--- config.mk ---
export PLATFORM = sky130hd
export DESIGN_NAME = pal_cfg_loader
export DESIGN_NICKNAME = d
export VERILOG_FILES = /design/src/rtl/pal_cfg_pkg.sv /design/src/rtl/pal_cfg_crc8.sv /design/src/rtl/pal_cfg_loader.sv
export SDC_FILE = /design/constraint.sdc
export NUM_CORES = 1
export LEC_CHECK = 0
export BUFFER_PORTS_ARGS = -buffer_cell sky130_fd_sc_hd__buf_2
export CORE_MARGIN = 10
export CORE_UTILIZATION = 30
export CTS_CLUSTER_SIZE = 30
export DETAILED_ROUTE_END_ITERATION = 6
export PLACE_DENSITY = 0.43
export SETUP_SLACK_MARGIN = 0.05
export SYNTH_ARGS = -nofsm -noshare
export SYNTH_HDL_FRONTEND = slang
export SYNTH_SLANG_ARGS = --single-unit
--- constraint.sdc ---
create_clock -name clk -period 3.4 [get_ports clk]
set_input_delay 0.51 -clock clk [delete_from_list [all_inputs] [get_ports clk]]
set_output_delay 0.51 -clock clk [all_outputs]
set_load 0.1 [all_outputs]
--- src/rtl/pal_cfg_pkg.sv ---
// Shared types and constants for the PAL configuration loader.
package pal_cfg_pkg;

  typedef enum logic [2:0] {
    IDLE,
    FETCH,
    SHIFT,
    CRC_CHK,
    APPLY,
    DONE
  } state_t;

  localparam logic [7:0] CRC8_POLY = 8'h07;

  function automatic int num_words(input int bits, input int w);
    return (bits + w - 1) / w;
  endfunction

endpackage

--- src/rtl/pal_cfg_crc8.sv ---
// Serial CRC-8 (poly 0x07, init 0x00, MSB-first feedback) over the shifted config bits.
// Only built when PAL_CFG_CRC_EN is defined.
`ifdef PAL_CFG_CRC_EN
module pal_cfg_crc8
  import pal_cfg_pkg::*;
(
  input  logic       clk,
  input  logic       res,
  input  logic       clear,
  input  logic       en,
  input  logic       bit_in,
  output logic [7:0] crc
);

  always_ff @(posedge clk or posedge res) begin
    if (res) begin
      crc <= 8'h00;
    end else if (clear) begin
      crc <= 8'h00;
    end else if (en) begin
      crc <= {crc[6:0], 1'b0} ^ ((crc[7] ^ bit_in) ? CRC8_POLY : 8'h00);
    end
  end

endmodule
`endif

--- src/rtl/pal_cfg_loader.sv ---
// Serialises a word stream onto the PAL cfg_clk/cfg_bit pins, then pulses cfg_en.
// Optional trailing CRC-8 word check when PAL_CFG_CRC_EN is defined.
//
// state   | meaning
// IDLE    | waiting for start
// FETCH   | s_ready=1, waiting for the next word (cfg_clk low, cfg_bit held)
// SHIFT   | one bit per cfg_clk period, bit changes on the falling edge
// CRC_CHK | compare received CRC word against the running CRC
// APPLY   | cfg_en high for APPLY_CYC cfg_clk periods, cfg_bit=0
// DONE    | one-cycle done pulse
module pal_cfg_loader
  import pal_cfg_pkg::*;
#(
  parameter int CFG_BITS  = 242,
  parameter int WORD_W    = 8,
  parameter int CLK_DIV   = 2,
  parameter int APPLY_CYC = 4
) (
  input  logic              clk,
  input  logic              res,
  input  logic              start,
  input  logic [WORD_W-1:0] s_data,
  input  logic              s_valid,
  output logic              s_ready,
  output logic              cfg_clk,
  output logic              cfg_bit,
  output logic              cfg_en,
  output logic              busy,
  output logic              done,
  output logic              err
);

  localparam int BC_W = $clog2(CFG_BITS + 1);
  localparam int BI_W = (WORD_W > 1) ? $clog2(WORD_W) : 1;
  localparam int HC_W = (CLK_DIV > 1) ? $clog2(CLK_DIV) : 1;
  localparam int AC_W = (APPLY_CYC > 1) ? $clog2(APPLY_CYC) : 1;

  localparam logic [HC_W-1:0] HALF_LOAD  = HC_W'(CLK_DIV - 1);
  localparam logic [AC_W-1:0] APPLY_LOAD = AC_W'(APPLY_CYC - 1);

  state_t            state, state_nxt;
  logic [WORD_W-1:0] shreg;
  logic [BC_W-1:0]   bit_cnt;
  logic [BI_W-1:0]   bit_idx;
  logic [HC_W-1:0]   half_cnt;
  logic [AC_W-1:0]   apply_cnt;
  logic              half_tc;
  logic              fall_evt;
  logic              last_bit;
  logic              last_in_word;
  logic              all_sent;
  logic              crc_ok;

  assign half_tc      = (half_cnt == '0);
  assign fall_evt     = half_tc && cfg_clk;
  assign last_bit     = (bit_cnt == BC_W'(CFG_BITS - 1));
  assign last_in_word = (bit_idx == BI_W'(WORD_W - 1));
  assign all_sent     = (bit_cnt == BC_W'(CFG_BITS));

  assign s_ready = (state == FETCH);
  assign busy    = (state == FETCH) || (state == SHIFT) ||
                   (state == CRC_CHK) || (state == APPLY);
  assign done    = (state == DONE);

`ifdef PAL_CFG_CRC_EN
  logic [7:0] crc_val;

  pal_cfg_crc8 u_crc (
    .clk    (clk),
    .res    (res),
    .clear  ((state == IDLE) && start),
    .en     ((state == SHIFT) && fall_evt),
    .bit_in (cfg_bit),
    .crc    (crc_val)
  );

  assign crc_ok = (shreg[7:0] == crc_val);

  always_ff @(posedge clk or posedge res) begin
    if (res) begin
      err <= 1'b0;
    end else if ((state == IDLE) && start) begin
      err <= 1'b0;
    end else if ((state == CRC_CHK) && !crc_ok) begin
      err <= 1'b1;
    end
  end
`else
  assign crc_ok = 1'b1;
  assign err    = 1'b0;
`endif

  always_comb begin
    state_nxt = state;
    unique case (state)
      IDLE:    if (start) state_nxt = FETCH;
      FETCH: begin
        if (s_valid) begin
`ifdef PAL_CFG_CRC_EN
          state_nxt = all_sent ? CRC_CHK : SHIFT;
`else
          state_nxt = SHIFT;
`endif
        end
      end
      SHIFT: begin
        if (fall_evt) begin
          if (last_bit) begin
`ifdef PAL_CFG_CRC_EN
            state_nxt = FETCH;
`else
            state_nxt = APPLY;
`endif
          end else if (last_in_word) begin
            state_nxt = FETCH;
          end
        end
      end
      CRC_CHK: state_nxt = crc_ok ? APPLY : DONE;
      APPLY:   if (fall_evt && (apply_cnt == '0)) state_nxt = DONE;
      DONE:    state_nxt = IDLE;
      default: state_nxt = IDLE;
    endcase
  end

  always_ff @(posedge clk or posedge res) begin
    if (res) begin
      state     <= IDLE;
      shreg     <= '0;
      bit_cnt   <= '0;
      bit_idx   <= '0;
      half_cnt  <= '0;
      apply_cnt <= '0;
      cfg_clk   <= 1'b0;
      cfg_bit   <= 1'b0;
      cfg_en    <= 1'b0;
    end else begin
      state  <= state_nxt;
      cfg_en <= (state_nxt == APPLY);
      if (state != APPLY) apply_cnt <= APPLY_LOAD;
      case (state)
        IDLE: begin
          if (start) begin
            bit_cnt <= '0;
            bit_idx <= '0;
          end
        end
        FETCH: begin
          if (s_valid) begin
            bit_idx  <= '0;
            half_cnt <= HALF_LOAD;
            // The CRC word is kept whole; data words pre-shift so shreg[0] is the next bit.
            if (all_sent) begin
              shreg <= s_data;
            end else begin
              shreg   <= s_data >> 1;
              cfg_bit <= s_data[0];
            end
          end
        end
        SHIFT: begin
          if (half_tc) begin
            half_cnt <= HALF_LOAD;
            cfg_clk  <= ~cfg_clk;
            if (cfg_clk) begin
              bit_cnt <= bit_cnt + 1'b1;
              bit_idx <= bit_idx + 1'b1;
              shreg   <= shreg >> 1;
              if (state_nxt == SHIFT) cfg_bit <= shreg[0];
              else if (state_nxt == APPLY) cfg_bit <= 1'b0;
            end
          end else begin
            half_cnt <= half_cnt - 1'b1;
          end
        end
        CRC_CHK: begin
          half_cnt <= HALF_LOAD;
          cfg_clk  <= 1'b0;
          cfg_bit  <= 1'b0;
        end
        APPLY: begin
          if (half_tc) begin
            half_cnt <= HALF_LOAD;
            cfg_clk  <= ~cfg_clk;
            if (cfg_clk) apply_cnt <= apply_cnt - 1'b1;
          end else begin
            half_cnt <= half_cnt - 1'b1;
          end
        end
        default: ;
      endcase
    end
  end

endmodule

Yosys cells after proc, flatten, opt, wreduce, memory -nomap -nowiden
Index checks and enable logic that the tools add are counted.
{"block": "totals", "register_bits": 28, "latchBits": 0, "mem_bits_rw": 0, "rom_bits": 0, "in_bits": 12, "out_inout_bits": 7, "elab_cells": 90, "mem_count": 0}
{"block": "classes", "add_sub_neg": 4, "mul": 0, "div_mod_pow": 0, "order_cmp": 0, "n_eq_ne": 18, "n_shift": 0, "muxes": 37, "n_bitwise": 2, "n_reduce_logical": 20}
{"op": "8-bit two-way mux", "count": 7}
{"op": "8-bit case mux with 2 select lines", "count": 2}
{"op": "3-bit two-way mux", "count": 10}
{"op": "8-bit equality test (second input constant)", "count": 2}
{"op": "3-bit case mux with 5 select lines", "count": 1}
{"op": "3-bit equality test (second input constant)", "count": 4}
{"op": "2-bit inequality test (second input constant)", "count": 6}
{"op": "3-bit by 2-bit equality test with 1-bit output (second input constant)", "count": 3}
{"op": "1-bit two-way mux", "count": 9}
{"op": "3-bit case mux with 3 select lines", "count": 1}
{"op": "3-bit nonzero test", "count": 3}
{"op": "8-bit by 1-bit adder with 8-bit output (second input constant)", "count": 1}
{"op": "2-bit two-way mux", "count": 4}
{"op": "4-bit AND reduction", "count": 2}
{"op": "1-bit case mux with 3 select lines", "count": 2}
{"op": "6-bit AND reduction", "count": 1}
{"op": "2-bit nonzero test", "count": 3}
{"op": "5-bit AND reduction", "count": 1}
{"op": "2-bit AND reduction", "count": 2}
{"op": "3-bit by 1-bit adder with 3-bit output (second input constant)", "count": 1}
{"op": "3-bit by 1-bit equality test with 1-bit output (second input constant)", "count": 1}
{"op": "3-bit zero test", "count": 1}
{"op": "1-bit logical OR", "count": 3}
{"op": "3-bit by 1-bit inequality test with 1-bit output (second input constant)", "count": 1}
{"op": "other kinds (8)", "count": 10}

Logic depth before layout (Yosys ltp)
Gate-level depths: netlist of run 1.
{"block": "logic_depth", "ltp_word": 11, "depth_mapped": 7}

Least setup slack after synthesis of run 1
OpenSTA, ideal clock, no wires.
{"block": "synth_path", "path_type": "flip-flop to output port", "start": "reg state[0]", "end": "out s_ready", "arrival_ps": 3031, "required_ps": 2890, "slack_ps": -141, "stages_incl_launch_ff": 4, "n_path_buf": 2, "path_cell_list": "dfrtp_1 buf_2 buf_1 nor3b_1"}
{"block": "synth_via", "elab_chain_len": 1}
{"element": "start, declared", "line_no": "pal_cfg_loader.sv:41", "rtl": "state_t state, state_nxt;"}
{"element": "start signal, assigned", "line_no": "pal_cfg_loader.sv:138", "rtl": "state <= state_nxt;"}
{"element": "3-bit by 1-bit equality test with 1-bit output", "line_no": "pal_cfg_loader.sv:60", "rtl": "assign s_ready = (state == FETCH);"}
{"element": "end, declared", "line_no": "pal_cfg_loader.sv:24", "rtl": "output logic s_ready,"}
No other way between the ends.

Final worst setup path of run 1
{"block": "layout_path", "start": "reg state[0]", "end": "out busy"}
{"block": "layout_via", "elab_chain_len": 4, "word_cells_on_any_way": 7, "classes_between": "eq/ne: 4; reduce/logical: 3"}
{"element": "3-bit by 1-bit equality test with 1-bit output / 3-bit by 2-bit equality test with 1-bit output (equally long branches)", "line_no": "pal_cfg_loader.sv:61", "rtl": "assign busy = (state == FETCH) || (state == SHIFT) ||"}
{"element": "1-bit logical OR (2 in a row)", "line_no": "pal_cfg_loader.sv:61"}
{"element": "1-bit logical OR (*)", "line_no": "pal_cfg_loader.sv:62", "rtl": "(state == CRC_CHK) || (state == APPLY);"}
{"element": "end, declared", "line_no": "pal_cfg_loader.sv:28", "rtl": "output logic busy,"}
Mark *: on every way between the ends. The rest lies on a longest branch, timed or not.

==> results of run 1 <==
cells in the mapped netlist (4+ instances only):
| cell type | instances |
|---|---|
| o31ai_1 | 8 |
| inv_1 | 9 |
| ha_1 | 6 |
| a21oi_1 | 6 |
| buf_2 | 5 |
| o21ai_0 | 11 |
| nor2_1 | 15 |
| nand2_1 | 16 |
| mux2i_1 | 4 |
| a211oi_1 | 7 |
| nand3_1 | 8 |
| dfrtp_1 | 28 |
| and3_1 | 9 |
| or3_1 | 4 |
| clkbuf_1 | 4 |
through the flow:
stage          power (mW)  instance area, µm²  util (%)  worst slack (ns)  hold slack, ns
2_1_floorplan        1.21                1720         -             0.757           0.449
3_5_place_dp         1.34                1840      33.5              1.11           0.471
5_1_grt              1.66                1900      34.5             0.852           0.293
3_3_place_gp         1.33                1840      33.5              1.16           0.464
4_1_cts              1.56                1900      34.5              1.02           0.293
6_report             1.53                1900      34.5              1.04           0.280
worst max-delay path, delay by kind of cell (launching register included):
family,cells,cell delay (ns)
simple gates,3,0.56
flops,1,0.58
buf+inv,1,0.43
per-layer routing:
metal	vias to the layer above	track usage [%]	share of wire, %
met1	674	11.6	47
met3	4	2.20	3.4
met5	-	0	0
met4	0	3.32	1.1
met2	21	15.4	49
li1	692	-	-
flip-flops by register name, indices dropped and copies added, names as in the netlist:
register / cells
cfg_bit: 1
bit_cnt: 8
shreg: 8
bit_idx: 3
state: 3
cfg_clk: 1
cfg_en: 1
half_cnt: 1
apply_cnt: 2
cell families (layout without fill, tap and decap cells):
family	count (synthesis)	after routing	share of synthesized area, %
adders and majority gates	6	6	4.39
and+or+nand+nor	81	81	26.9
other	1	1	0.219
DFF	28	28	40.9
AOI/OAI and AO/OA	41	41	15.7
xor gates and xnor gates	5	5	2.56
muxes	6	6	3.65
buffers and inverters	22	32	5.63
power by group:
part	switching [mW]	internal, mW
sequential	0.145	0.427
clock	0.107	0.104
combinational	0.531	0.222
worst paths after layout:
kind	start	depth (start not counted)	slack, ns	to
max in group asynchronous	res	3	2.84	bit_cnt[0]
min in group clk	s_data[7]	3	0.48	shreg[7]
setup / recovery	state[0]	4	1.04	busy
hold reg to reg	shreg[3]	2	0.49	shreg[3]
hold / removal	res	3	0.28	shreg[5]
setup reg to reg	state[1]	4	1.09	cfg_bit
final cells by class:
| type | instances | area [µm²] |
|---|---|---|
| Fill cell | 568 | 3610 |
| Multi-Input combinational cell | 140 | 920 |
| Sequential cell | 28 | 701 |
| Timing Repair Buffer | 19 | 100 |
| Tap cell | 72 | 90.1 |
| Clock buffer | 4 | 55.1 |
| Inverter | 9 | 33.8 |
==> impl_summary.txt, run 1 <==
----------------------------------------------------
[Worst hold path]
  Hold WC Path Type ... in2async

[STA]
  Share of the clock period used by the worst path ... 69.4%
  Final clock skew ... 0.00581 ns
  Slew margin rel. ... 52.3%
  Worst Max-Slew Pin Slew ... 0.714 ns
  Setup TNS ... 0 ns
  Max frequency ... 0.424 GHz
  Count of final max-slew check failures ... 0
  Final Hold Viols ... 0
  Clock period minus final worst setup slack ... 2.36 ns
  Number of setup violations in the final report ... 0
  Setup repair after global routing missed its margin ... no

[Clock network]
  Number of gates resized after cts ... 0
  Clock Pin Slew Worst Setup and Hold Paths ... 0.10 ns
  Number of hold buffers added after cts ... 0
  Buffers from clock root to sink, at most ... 2
  Level count of the clock H-tree ... 1
  Clock latency of the later-clocked register in the worst-skew pair ... 0.28 ns
  Postcts setup bufs ... 0
  Clock tree sinks ... 28
  Inserted Clock Buffers ... 3
  Clock tree from TritonCTS ... yes
  CTS root buffer ... clkbuf_8

[Floorplan]
  Area of the placeable core ... 5510 µm²
  Area enclosed by the die boundary ... 9130 µm²
  Effective utilization at floorplan ... 31.1%
  Number of rows in the core area ... 27
  Die extent in y ... 95.5 µm
  Die boundary width ... 95.5 µm
  Number of I/O pins ... 19

[Placement]
  RePlAce Congestion ... 0.812
  Count of placed standard cells including taps ... 268
  Post-DP HPWL ... 2980 µm
  Buffers added on ports ... 17

[Logic synthesis]
  Combined area of all synthesized cells ... 1710 µm²
  Sequential cell area fraction in the yosys report ... 40.9%
  Synth Net Count ... 208
  Synth top area share ... 40.9%
  Proportion of register bits with asynchronous set or reset after synthesis ... 100%
  Most area-consuming cells after synthesis ... dfrtp_1, ha_1, nand2_1
  Number of synthesized flops with an enable pin ... 0
  Ys flop type ... dfrtp_1
  Synth area leader ... dfrtp_1
  Number of synthesized register bits ... 28
  Number of cells produced by synthesis ... 190
  Average cell area after synthesis ... 9.01 µm²
  Distinct cell type count after synthesis ... 48
  Yosys warning total ... 0

[Critical path]
  Worst Path Class, Setup ... reg2out
  Most common cell type on the critical path ... nor2_1
  Crit-path cells ... nor2_1, nor2b_1, nor2_1, buf_2
  Type of destination of the critical path ... output pin
  Slowest Stage Delay on Critical Path ... 0.58 ns
  Type of origin of the critical path ... register
  Standard cell with the maximum stage delay on the critical path ... dfrtp_1
  Critical path fanouts, max ... 17
  Required time at the endpoint of the critical path ... 2.89 ns
  Critical Path AT ... 1.85 ns

[Routing]
  Initial DRT Pass Iterations ... 4
  DR WL/cell ... 14.7 µm
  Number of DRC markers in iteration 0 ... 126
  Overall via count from detail_route ... 1,391
  Post-detailed-routing wire length ... 4000 µm
  Detailed-route DRC error count ... 0
  Ratio of routed vias to standard cells ... 5.11
  Antenna violation net count after detailed routing ... 0

[Power and ir drop]
  Leakage ... 0.861 nW
  Worst VDD drop ... 0.000256 V
  Total power density per cell area ... 808 nW/µm²

[Final layout]
  Commonest cells after routing, fill and taps aside ... dfrtp_1, buf_2, nand2_1, nor2_1, o21ai_0
  Fraction of layout cells with a size suffix above 1 ... 15.0%
  Number of standard cells in the layout, taps in and fillers out ... 272
  Count of inserted antenna diode cells ... 0
  Net total in the final layout ... 219
  Most frequent standard cell in the layout excluding fill and tap cells ... dfrtp_1
  Growth of design area from synthesis to finish ... 11.0%

[Global route]
  Pin count of the biggest net entering global routing ... 29
  GRT overflow ... 0
  Antenna violations before repair ... 0
  First-pass GRT wire length ... 6920 µm
  GRT Resource Usage Total ... 9.36%
  Via count of the first global-routing pass ... 1,420

[Status]
  Status ... completed

[Flow run]
  Max-cap viol count ... 0

----------------------------------------------------
Power figures use the tool's default switching activity.
==> run 2, diff against run 1 <==
--- a/config.mk
+++ b/config.mk
@@ -10,7 +10,7 @@
 export CORE_UTILIZATION = 30
 export CTS_CLUSTER_SIZE = 30
 export DETAILED_ROUTE_END_ITERATION = 6
-export PLACE_DENSITY = 0.43
+export PLACE_DENSITY = 0.45
 export SETUP_SLACK_MARGIN = 0.05
 export SYNTH_ARGS = -nofsm -noshare
 export SYNTH_HDL_FRONTEND = slang
==> constraint.sdc (replaced) <==
create_clock -name clk -period 2.1 [get_ports clk]
set_input_delay 0.315 -clock clk [delete_from_list [all_inputs] [get_ports clk]]
set_output_delay 0.315 -clock clk [all_outputs]
set_load 0.1 [all_outputs]
==> run 2 against run 1 <==
  * First-iteration DRC count increased by 3.2%
  * Critical endpoint unchanged
  * Critical path depth increased by 1
  * Non-clock buffer count increased by 6
  * Clock power increased by 62%
  * Final cell count increased by 2.2%
  * Register-to-register slack got worse by 0.84 ns
  * Die area unchanged
  * Largest cell class unchanged
==> impl_summary.txt, run 2 (synthesized netlist as in run 1, its figures left out) <==
----------------------------------------------------
[Status]
  Status ... completed

[Floorplan]
  Area enclosed by the die boundary ... 9130 µm²
  Die extent in y ... 95.5 µm
  Effective utilization at floorplan ... 31.1%
  Number of rows in the core area ... 27
  Die boundary width ... 95.5 µm
  Area of the placeable core ... 5510 µm²
  Number of I/O pins ... 19

[STA]
  Share of the clock period used by the worst path ... 92.3%
  Final Hold Viols ... 0
  Clock period minus final worst setup slack ... 1.94 ns
  Setup repair after global routing missed its margin ... no
  Setup TNS ... 0 ns
  Number of setup violations in the final report ... 0
  Count of final max-slew check failures ... 0
  Final clock skew ... 0.00873 ns
  Max frequency ... 0.516 GHz

[Final layout]
  Growth of design area from synthesis to finish ... 15.4%
  Fraction of layout cells with a size suffix above 1 ... 19.4%
  Largest regs ... bit_cnt: 8 flops, shreg: 8 flops
  Count of inserted antenna diode cells ... 0
  Number of standard cells in the layout, taps in and fillers out ... 278
  Commonest cells after routing, fill and taps aside ... dfrtp_1, nand2_1, buf_2, nor2_1, o21ai_0
  Net total in the final layout ... 225
  Most frequent standard cell in the layout excluding fill and tap cells ... dfrtp_1

[Critical path]
  Type of destination of the critical path ... output pin
  Required time at the endpoint of the critical path ... 1.78 ns
  FF-to-FF Start ... bit_cnt[0]
  Critical Path Start ... state[0]
  Type of origin of the critical path ... register
  Worst Path Class, Setup ... reg2out
  Critical Path AT ... 1.62 ns
  Critical path fanouts, max ... 11

[Clock network]
  CTS root buffer ... clkbuf_8
  Inserted Clock Buffers ... 3
  Clock tree from TritonCTS ... yes
  Clock Pin Slew Worst Setup and Hold Paths ... 0.10 ns
  Level count of the clock H-tree ... 1
  Clock latency of the later-clocked register in the worst-skew pair ... 0.28 ns
  Clock tree sinks ... 28
  Buffers from clock root to sink, at most ... 2

[Routing]
  Detailed-route DRC error count ... 0
  Overall via count from detail_route ... 1,434
  Antenna violation net count after detailed routing ... 0
  DR WL/cell ... 14.0 µm
  Ratio of routed vias to standard cells ... 5.16
  Number of DRC markers in iteration 0 ... 130
  Post-detailed-routing wire length ... 3900 µm
  Initial DRT Pass Iterations ... 4

[Power and ir drop]
  Combinational cell fraction of total power ... 54.9%
  Seq pwr share ... 32.4%
  Worst VDD drop ... 0.000551 V
  Leakage ... 0.896 nW
  Total power density per cell area ... 1350 nW/µm²
  Internal cell power ... 1.36 mW
  Clock Power Share ... 12.7%
  Switching share of power ... 49.3%
  Psw ... 1.32 mW

[Worst hold path]
  Hold WC Path Type ... in2async

[Placement]
  RePlAce Congestion ... 0.766
  Buffers added on ports ... 17
  Count of placed standard cells including taps ... 274
  Post-DP HPWL ... 2980 µm

[Global route]
  Via count of the first global-routing pass ... 1,463
  First-pass GRT wire length ... 6820 µm
  Antenna violations before repair ... 0
  Pin count of the biggest net entering global routing ... 29
  GRT overflow ... 0
  GRT Resource Usage Total ... 9.10%

[Flow run]
  Max-cap viol count ... 0

----------------------------------------------------
==> run 2: cell count changes in the layout (fill, tap and decap cells not counted), sizes merged <==
cell    delta
buf        +5
clkbuf     +1
==> run 2: what timing repair did <==
action                     4_1_cts  5_1_grt
resized for setup                1        2
buffers inserted                 0        0
setup endpoints to repair        1        3
hold buffers                     0        0
==> run 2: layer usage <==
metal	wire length [µm]	global-route usage (%)
met5	0	0
met3	83	1.26
met1	1780	11.0
met2	2040	16.2
met4	0	2.95
==> run 2: final timing paths <==
path	end	slack, ns	depth (start not counted)
max	busy	0.16	5
min	state[2]	0.09	3
max reg2reg	shreg[5]	0.25	7
min reg2reg	shreg[4]	0.49	2
max in group asynchronous	state[0]	1.72	3
min in group clk	shreg[7]	0.30	3
==> run 2: per-stage QoR <==
stage	cell area [µm²]	utilization [%]	hold slack, ns	power [mW]	setup slack (ns)
6_report	1980	35.9	0.0891	2.67	0.161
4_1_cts	1970	35.8	0.0988	2.69	0.0593
2_1_floorplan	1730	-	0.380	1.98	0.0780
3_5_place_dp	1910	34.8	0.406	2.34	0.261
5_1_grt	1980	35.9	0.110	2.87	0.0831
3_3_place_gp	1910	34.8	0.403	2.32	0.279
==> run 2: cell type report <==
type,instances,area [µm²]
sequential,28,703
inverter,9,33.8
clock buffer,4,55.1
fill,575,3530
tap,72,90.1
timing repair buffer,25,163
multi-input combinational,140,931
==> run 2: worst max-delay path: stages, from the launching register on <==
cell and delay (ns):
dfrtp_2 0.50, buf_4 0.19, nor2_2 0.20, nor2b_1 0.10
nor2_2 0.16, buf_12 0.19
==> run 2: power by group through the flow <==
stage | clock network [mW] | registers [mW] | logic, mW
2_1_floorplan | 0 | 0.984 | 1.00
3_3_place_gp | 0 | 0.869 | 1.45
3_5_place_dp | 0 | 0.874 | 1.46
4_1_cts | 0.354 | 0.864 | 1.47
5_1_grt | 0.375 | 0.898 | 1.59
6_report | 0.340 | 0.866 | 1.47
